==> config.mk <==
export PLATFORM = sky130hd
export DESIGN_NAME = instruction_fetch_unit
export DESIGN_NICKNAME = d
export VERILOG_FILES = /design/src/rtl/cpu_defs.sv /design/src/rtl/instruction_fetch_unit_next_pc.sv /design/src/rtl/instruction_fetch_unit.sv
export SDC_FILE = /design/constraint.sdc
export NUM_CORES = 1
export LEC_CHECK = 0
export ABC_AREA = 1
export BUFFER_PORTS_ARGS = -buffer_cell sky130_fd_sc_hd__clkbuf_2
export CAP_MARGIN = 20
export CORE_MARGIN = 3
export CORE_UTILIZATION = 53
export CTS_CLUSTER_DIAMETER = 80
export CTS_CLUSTER_SIZE = 24
export DETAILED_ROUTE_END_ITERATION = 16
export GPL_ROUTABILITY_DRIVEN = 0
export PLACE_DENSITY = 0.81
export RECOVER_POWER = 50
export SETUP_SLACK_MARGIN = 0.4
export SLEW_MARGIN = 20
export SYNTH_ARGS = -nofsm -noshare
export SYNTH_HDL_FRONTEND = slang
export SYNTH_SLANG_ARGS = --single-unit
==> constraint.sdc <==
create_clock -name clk -period 4 [get_ports clk]
set_clock_uncertainty 0.2 [all_clocks]
set_input_delay 0.4 -clock clk [delete_from_list [all_inputs] [get_ports clk]]
set_output_delay 0.4 -clock clk [all_outputs]
set_load 0.05 [all_outputs]
==> src/rtl/cpu_defs.sv <==
// Shared CPU definitions: fetch FSM encoding, opcode constants, reset PC, branch offset helper.
package cpu_defs;

    typedef enum logic {
        FETCH = 1'b0,
        HOLD  = 1'b1
    } fetch_state_t;

    localparam logic [5:0]  OP_RTYPE = 6'b000000;
    localparam logic [5:0]  OP_J     = 6'b000010;
    localparam logic [5:0]  OP_JAL   = 6'b000011;
    localparam logic [5:0]  OP_BNE   = 6'b000101;
    // JR is an R-type instruction identified by its funct field
    localparam logic [5:0]  FN_JR    = 6'b001000;

    localparam logic [31:0] RESET_PC_DEFAULT = 32'h0000_0000;

    // Word-offset immediate -> signed byte offset
    function automatic logic [31:0] branch_offset(input logic [15:0] imm);
        return {{14{imm[15]}}, imm, 2'b00};
    endfunction

endpackage

==> src/rtl/instruction_fetch_unit_next_pc.sv <==
// Combinational next-PC select: jr > jump > taken branch > sequential.
module next_pc_calc
    import cpu_defs::*;
(
    input  logic [31:0] pc_plus4,
    input  logic [25:0] instr_low,
    input  logic        branch,
    input  logic        alu_zero,
    input  logic        jump,
    input  logic        jr,
    input  logic [31:0] jr_target,
    output logic [31:0] next_pc,
    output logic        misaligned
);

    // Fixed-priority target mux; addition wraps mod 2^32
    always_comb begin
        next_pc    = pc_plus4;
        misaligned = 1'b0;
        if (jr) begin
            next_pc    = {jr_target[31:2], 2'b00};
            misaligned = |jr_target[1:0];
        end else if (jump) begin
            next_pc = {pc_plus4[31:28], instr_low, 2'b00};
        end else if (branch && !alu_zero) begin
            next_pc = pc_plus4 + branch_offset(instr_low[15:0]);
        end
    end

endmodule

==> src/rtl/instruction_fetch_unit.sv <==
// Instruction fetch: owns the PC, fetches over req/ready, holds the word for decode until retire.
module instruction_fetch_unit
    import cpu_defs::*;
#(
    parameter logic [31:0] RESET_PC = RESET_PC_DEFAULT
) (
    input  logic        clk,
    input  logic        reset,
    output logic        imem_req,
    output logic [31:0] imem_addr,
    input  logic        imem_ready,
    input  logic [31:0] imem_rdata,
    output logic [31:0] instruction,
    output logic        instr_valid,
    output logic [31:0] pc_out,
    output logic [31:0] pc_plus4,
    input  logic        retire,
    input  logic        branch,
    input  logic        alu_zero,
    input  logic        jump,
    input  logic        jr,
    input  logic [31:0] jr_target,
    output logic        align_err
);

    fetch_state_t state, state_nxt;
    logic [31:0]  pc;
    logic [31:0]  next_pc;
    logic         misaligned;
    logic         accept;
    logic         take;

    next_pc_calc u_next_pc (
        .pc_plus4   (pc_plus4),
        .instr_low  (instruction[25:0]),
        .branch     (branch),
        .alu_zero   (alu_zero),
        .jump       (jump),
        .jr         (jr),
        .jr_target  (jr_target),
        .next_pc    (next_pc),
        .misaligned (misaligned)
    );

    // State register
    always_ff @(posedge clk) begin
        if (reset) state <= FETCH;
        else       state <= state_nxt;
    end

    // Next state and state-decoded outputs; req suppressed during the reset cycle
    always_comb begin
        state_nxt   = state;
        accept      = 1'b0;
        take        = 1'b0;
        imem_req    = 1'b0;
        instr_valid = 1'b0;
        case (state)
            FETCH: begin
                imem_req = !reset;
                if (imem_ready) begin
                    accept    = 1'b1;
                    state_nxt = HOLD;
                end
            end
            HOLD: begin
                instr_valid = 1'b1;
                if (retire) begin
                    take      = 1'b1;
                    state_nxt = FETCH;
                end
            end
            default: state_nxt = FETCH;
        endcase
    end

    // PC, instruction register and misaligned-JR pulse
    always_ff @(posedge clk) begin
        if (reset) begin
            pc          <= RESET_PC;
            instruction <= 32'h0;
            align_err   <= 1'b0;
        end else begin
            align_err <= take && misaligned;
            if (accept) instruction <= imem_rdata;
            if (take)   pc          <= next_pc;
        end
    end

    assign imem_addr = pc;
    assign pc_out    = pc;
    assign pc_plus4  = pc + 32'd4;

endmodule
==> out/metrics.cfg, run 1 <==
[clocking]
path_clk_slew_ps=60
clk_latency_ps=340
cts_hold_buf=0
cts_max_level=3
clockBufferDepth=2
cts_root_buf=clkbuf_16
cts_tree=built
cts.sinks=64
cts_buffers=9

[yosys]
synth_top_family_by_area=simple AND/OR/NAND/NOR gates
synth-edff-count=0
synthCells=1104
ys_seq_elements=64
synth_compound_area_frac=0.137
syn_area_sq_um=6240
synth_mux_area_frac=0
yosysUniqueCellTypes=40
async_reset_ff_frac=0
yosys.area_share.simple=0.419
yosysSeqAreaShare=0.205
syn_area_per_cell_sq_um=5.65
synthFlopType=dfxtp_1
yosysWarnings=0
synth_xor_area_frac=0.0197
synth_adder_area_share=0.0754

[die]
ioPinCount=203
die_y_microns=114
die_w_microns=114
num_rows=38
die_area_sq_um=13100
initial_core_util=0.558
core_sq_um=11200

[power]
seqPwrFrac=0.309
ir_worst_vdd_mv=0.288
p_sw_uw=949
p_leak_uw=0.00398
switching_share=0.398
comb_power_share=0.316
power.share.clock=0.374
internal_power_uw=1430
pwr_density_cell_nw_per_um2=315

[route]
drcViolationCount=0
drt_iter0_markers=860
drtPass1Iterations=6
wl_per_cell_microns=16.3
viasPerCell=5.58
ant_nets=0
dr_total_vias=7891
wl_microns=23000

[final_layout]
fin_cells=1414
areaGrowthSynthToFinish_pct=21.1
layout.nets=1378
fin_util=0.676
drive_gt1_frac=0.153
seqCellArea_sq_um=1290
fill_cells=1134
final_area_sq_um=7550
insertedDiodeCount=0
multi_input_area_sq_um=4240

[critical_path]
cp-start-kind=register
cp.arrival_ps=3450
endpoint_kind=register
required_ps=4030
worstPathMaxFanout=7
critical_path_class=register to register

[placed_design]
io_buffers=196
hpwlAfterDp_microns=18000
pre_cts_slack_ps=434
dpl_cell_area_sq_um=7190
dp.cells=1396

[status]
status=complete, no violations

[timing]
tightest_slew_ps=1200
max-slew-margin-rel=0.200
worst_slack_ps=587
fin_crit_sh=0.853
fin_crit_ps=3410
max_freq_ghz=0.293
setup_tns_ps=0
slew_viol_final=0
setup_violations=0
final_hold_viol_count=0
rsz0062_at_grt=true

[global_routing]
first_global_vias=7160
grt.overflow.total=0
grt_max_degree=36
grt_pass1_wl_microns=35500
antenna_found_initial=0
grtUsageTotal=0.342

[worst_hold_path]
hold_class=input port to register

[run]
maxCapViolations=0

## per-layer routing
| layer | track usage | part of all wire |
|---|---|---|
| met5 | 0 | 0 |
| met4 | 0.208 | 0.063 |
| met3 | 0.0566 | 0.10 |
| met2 | 0.534 | 0.45 |
| met1 | 0.440 | 0.39 |
## Yosys cell counts (3+ instances only)
cell type | number | share of area
o21ai_1 | 9 | 0.0072
o221ai_1 | 3 | 0.0042
nor2_4 | 4 | 0.0072
inv_2 | 3 | 0.0018
ha_1 | 36 | 0.072
nor2_1 | 177 | 0.11
o22ai_1 | 6 | 0.0060
o21ai_0 | 63 | 0.051
clkinv_1 | 3 | 0.0018
nand4_1 | 12 | 0.012
inv_1 | 134 | 0.081
nor2_2 | 5 | 0.0050
or2_2 | 5 | 0.0050
nand3_1 | 75 | 0.060
nor3_1 | 11 | 0.0088
nand2_1 | 326 | 0.20
clkbuf_1 | 21 | 0.013
buf_2 | 4 | 0.0032
dfxtp_1 | 64 | 0.21
xor2_1 | 12 | 0.017
o21bai_1 | 5 | 0.0060
a21o_1 | 6 | 0.0072
buf_4 | 36 | 0.043
nand2_2 | 8 | 0.0080
a21oi_1 | 54 | 0.043
## state kept, by name, summed over array words and instances, names as in the netlist
signal	count
state	1
align_err	1
imem_addr	30
instruction	32
## repair_timing
item                                    in CTS  in global routing
endpoints found under the hold margin        0                  0
setup buffers                                0                  1
endpoints found under the setup margin       2                 17
pin swaps                                    0                  3
resized for setup                            2                 33
## critical path: stages (launching register included)
cell     delay, ps
dfxtp_2        420
nand2_2        100
nor2_2         150
nand2_2        150
nor3_4         210
nand2_1        120
xor2_1         260
inv_1          160
ha_1           320
nand2_1        110
o21ai_0        350
inv_1          140
nand2_1        110
nand2_1         70
nand4_1         70
nand3_1        120
nand2_1         80
nand2_1         40
nand2_1         70
nand2_1         40
## final timing paths
check             slack [ps]  depth (start not counted)                          from                           end
setup / recovery         590                         19     imem_addr[7]$_SDFFE_PP0P_    imem_addr[26]$_SDFFE_PP0P_
hold / removal            80                          3                 imem_rdata[3]   instruction[3]$_SDFFE_PP0P_
setup reg to reg         590                         19     imem_addr[7]$_SDFFE_PP0P_    imem_addr[26]$_SDFFE_PP0P_
hold reg to reg          300                          2  instruction[23]$_SDFFE_PP0P_  instruction[23]$_SDFFE_PP0P_
## cells by family after synthesis
kind of cell,count (synthesis)
XOR/XNOR,14
flip-flops,64
other,1
AO/OA/AOI/OAI,156
AND/OR/NAND/NOR,631
buffers and inverters,201
adder cells (fa/ha/maj),37
## cell type report
type / instances / area share
clock buffers: 10 / 0.0316
clock inverters: 6 / 0.0121
inverters: 140 / 0.0696
multi-input cells: 844 / 0.562
flip-flops and latches: 64 / 0.171
well taps: 140 / 0.0232
repair buffers: 210 / 0.131
## placed cells by master, fill, tap and decap left out, types with 10 or more instances in the layout
master    instances
nand3_1          74
clkbuf_2        103
nand2_2          10
nand4_1          12
nor2_2           13
nor2_1          168
inv_1           134
buf_4            12
o21ai_0          60
clkbuf_1         94
ha_1             34
a21oi_1          50
o21ai_1          12
dfxtp_1          58
nand2_1         324
## through the flow
stage	total power [uW]	hold slack (ps)
2_1_floorplan	1300	329
3_3_place_gp	1480	270
3_5_place_dp	1490	281
4_1_cts	2370	81.4
5_1_grt	2470	90.3
6_report	2380	82.0
## power by group through the flow
stage,logic (uW),registers (uW),clock network (uW)
2_1_floorplan,415,880,0
3_3_place_gp,736,747,0
3_5_place_dp,741,748,0
4_1_cts,746,735,894
5_1_grt,813,742,916
6_report,753,737,892
(Power assumes the default switching activity.)
==> run 2, diff against run 1 <==
BUFFER_PORTS_ARGS = default   (was -buffer_cell sky130_fd_sc_hd__clkbuf_2)
CORE_UTILIZATION = 60   (was 53)
DONT_BUFFER_PORTS = 1   (was default)
PLACE_DENSITY = 0.74   (was 0.81)
SLEW_MARGIN = 15   (was 20)
==> out/metrics.cfg, run 2 (synthesized netlist as in run 1, its figures left out) <==
[power]
internal_power_uw=1320  ; was 1430 uW
p_sw_uw=884  ; was 949 uW
p_leak_uw=0.00370  ; was 0.00398 uW
power.share.clock=0.339  ; was 0.374
pwr_density_cell_nw_per_um2=304  ; was 315 nW/um^2
switching_share=0.401  ; was 0.398
ir_worst_vdd_mv=0.253  ; was 0.288 mV
comb_power_share=0.287  ; was 0.316
seqPwrFrac=0.374  ; was 0.309

[clocking]
cts_buffers=9  ; unchanged
path_clk_slew_ps=80  ; was 60 ps
clockBufferDepth=2  ; unchanged
cts.sinks=64  ; unchanged
clk_latency_ps=370  ; was 340 ps
cts_root_buf=clkbuf_8  ; was clkbuf_16
cts_tree=built  ; unchanged
cts_max_level=3  ; unchanged

[global_routing]
antenna_found_initial=1  ; was 0
grt_max_degree=47  ; was 36
first_global_vias=6811  ; was 7160
grt.overflow.total=0  ; unchanged
grt_pass1_wl_microns=34600  ; was 35500 microns
grtUsageTotal=0.380  ; was 0.342

[timing]
fin_crit_sh=0.890  ; was 0.853
slew_viol_final=0  ; unchanged
max_freq_ghz=0.281  ; was 0.293 GHz
tightest_slew_ps=1360  ; was 1200 ps
setup_tns_ps=0  ; unchanged
final_hold_viol_count=1  ; was 0
fin_crit_ps=3560  ; was 3410 ps
rsz0062_at_grt=false  ; was true
max-slew-margin-rel=0.0922  ; was 0.200
timing.hold.ws_ps=-0.825  ; was 82.0 ps
setup_violations=0  ; unchanged
worst_slack_ps=439  ; was 587 ps

[placed_design]
dpl_cell_area_sq_um=6640  ; was 7190 sq um
io_buffers=0  ; was 196
hpwlAfterDp_microns=17300  ; was 18000 microns
pre_cts_slack_ps=306  ; was 434 ps

[run]
maxCapViolations=0  ; unchanged

[route]
wl_microns=22600  ; was 23000 microns
viasPerCell=5.75  ; was 5.58
ant_nets=0  ; unchanged
drtPass1Iterations=8  ; was 6
drt_iter0_markers=677  ; was 860
wl_per_cell_microns=17.4  ; was 16.3 microns
drcViolationCount=0  ; unchanged
dr_total_vias=7468  ; was 7891

[die]
num_rows=36  ; was 38
initial_core_util=0.626  ; was 0.558
ioPinCount=203  ; unchanged
die_w_microns=108  ; was 114 microns
core_sq_um=9950  ; was 11200 sq um
die_area_sq_um=11700  ; was 13100 sq um
die_y_microns=108  ; was 114 microns

[status]
status=finished with violations  ; was complete, no violations
violations=negative hold slack

[critical_path]
worstRegToRegCells=18  ; was 19
worstPathMaxFanout=5  ; was 7
cp.arrival_ps=3620  ; was 3450 ps
critical_path_class=register to register  ; unchanged
r2r_slack_ps=440  ; was 590 ps
required_ps=4060  ; was 4030 ps
r2r_end=imem_addr[22]$_SDFFE_PP0P_  ; was imem_addr[26]$_SDFFE_PP0P_
r2r_start=imem_addr[11]$_SDFFE_PP0P_  ; was imem_addr[7]$_SDFFE_PP0P_
endpoint_kind=register  ; unchanged
cp-start-kind=register  ; unchanged

[final_layout]
layout.nets=1269  ; was 1378
fill_cells=929  ; was 1134
insertedDiodeCount=0  ; unchanged
fin_util=0.729  ; was 0.676
layout_common_cells=nand2_1 (323), nor2_1 (169), inv_1 (131), nand3_1 (74), dfxtp_1 (64)  ; was nand2_1 (324), nor2_1 (168), inv_1 (134), clkbuf_2 (103), clkbuf_1 (94)
areaGrowthSynthToFinish_pct=16.4  ; was 21.1%
final_area_sq_um=7260  ; was 7550 sq um
final_common_cell=nand2_1  ; unchanged
drive_gt1_frac=0.105  ; was 0.153
largest_reg_flops=32  ; unchanged
largest_register=instruction  ; unchanged

[worst_hold_path]
hold_class=input port to register  ; unchanged
hold_depth=2  ; was 3
whs_endpoint=imem_addr[11]$_SDFFE_PP0P_  ; was instruction[3]$_SDFFE_PP0P_
hold_start=jr  ; was imem_rdata[3]

## run 2: cell count changes in the layout (fill, tap and decap cells not counted), moves of 4 or more
cell and delta:
buf_4 +25, clkbuf_1 -62, clkbuf_16 -9, clkbuf_2 -103
clkbuf_8 +11, dfxtp_1 +6, dfxtp_2 -4, dlygate4sd3_1 +30
## run 2: per-layer routing
layer | global-route usage | vias up | part of all wire
li1 | - | 3575 | -
met1 | 0.478 | 3342 | 0.38
met2 | 0.614 | 462 | 0.46
met3 | 0.0854 | 87 | 0.11
met4 | 0.188 | 2 | 0.053
met5 | 0 | - | 0.00049
## run 2: layout make-up
type | instances | area, sq um | area share
inverters | 140 | 526 | 0.0724
repair buffers | 101 | 738 | 0.102
well taps | 133 | 166 | 0.0229
clock inverters | 4 | 98.8 | 0.0136
clock buffers | 12 | 165 | 0.0227
flip-flops and latches | 64 | 1280 | 0.176
multi-input cells | 844 | 4290 | 0.590
## run 2: worst max-delay path: stages, from the launching register on
cell and delay, ps:
dfxtp_1 350, clkbuf_1 320, nand2_2 190, nor3_4 270, nand2_1 130, xor2_2 270, inv_1 140, ha_1 330
nand2_2 100, nor2_4 150, inv_1 80, nor2_2 150, nand4_1 180, nand4_1 150, nand3_1 140, nand2_1 90
nand2_1 70, nand2_1 70, o21ai_1 60
## run 2: worst max path at each step
stage                                       to                       start
finish              imem_addr[22]$_SDFFE_PP0P_  imem_addr[11]$_SDFFE_PP0P_
global route        imem_addr[27]$_SDFFE_PP0P_  imem_addr[11]$_SDFFE_PP0P_
CTS                 imem_addr[22]$_SDFFE_PP0P_   imem_addr[4]$_SDFFE_PP0P_
detailed placement  imem_addr[22]$_SDFFE_PP0P_   imem_addr[4]$_SDFFE_PP0P_
global placement    imem_addr[22]$_SDFFE_PP0P_  imem_addr[10]$_SDFFE_PP0P_
floorplan           imem_addr[29]$_SDFFE_PP0P_   imem_addr[9]$_SDFFE_PP0P_
## run 2: per-stage QoR
stage	hold WS, ps	cells	power [uW]
finish	-0.825	1298	2210
global route	14.7	1298	2290
CTS	2.65	1297	2190
detailed placement	291	1251	1430
global placement	283	1251	1430
floorplan	329	1109	1300
## run 2: what timing repair did
| item | CTS | global route |
|---|---|---|
| hold buffers | 30 | 0 |
| hold endpoints to repair | 30 | 0 |
| pin swaps | 0 | 2 |
| endpoints found under the setup margin | 4 | 23 |
| resized for setup | 4 | 45 |
| setup buffers | 0 | 1 |
## run 2: power by group through the flow
stage	Combinational [uW]	Clock (uW)	Sequential [uW]
floorplan	415	0	880
global placement	591	0	836
detailed placement	596	0	836
CTS	624	743	822
global route	686	774	829
finish	633	748	825
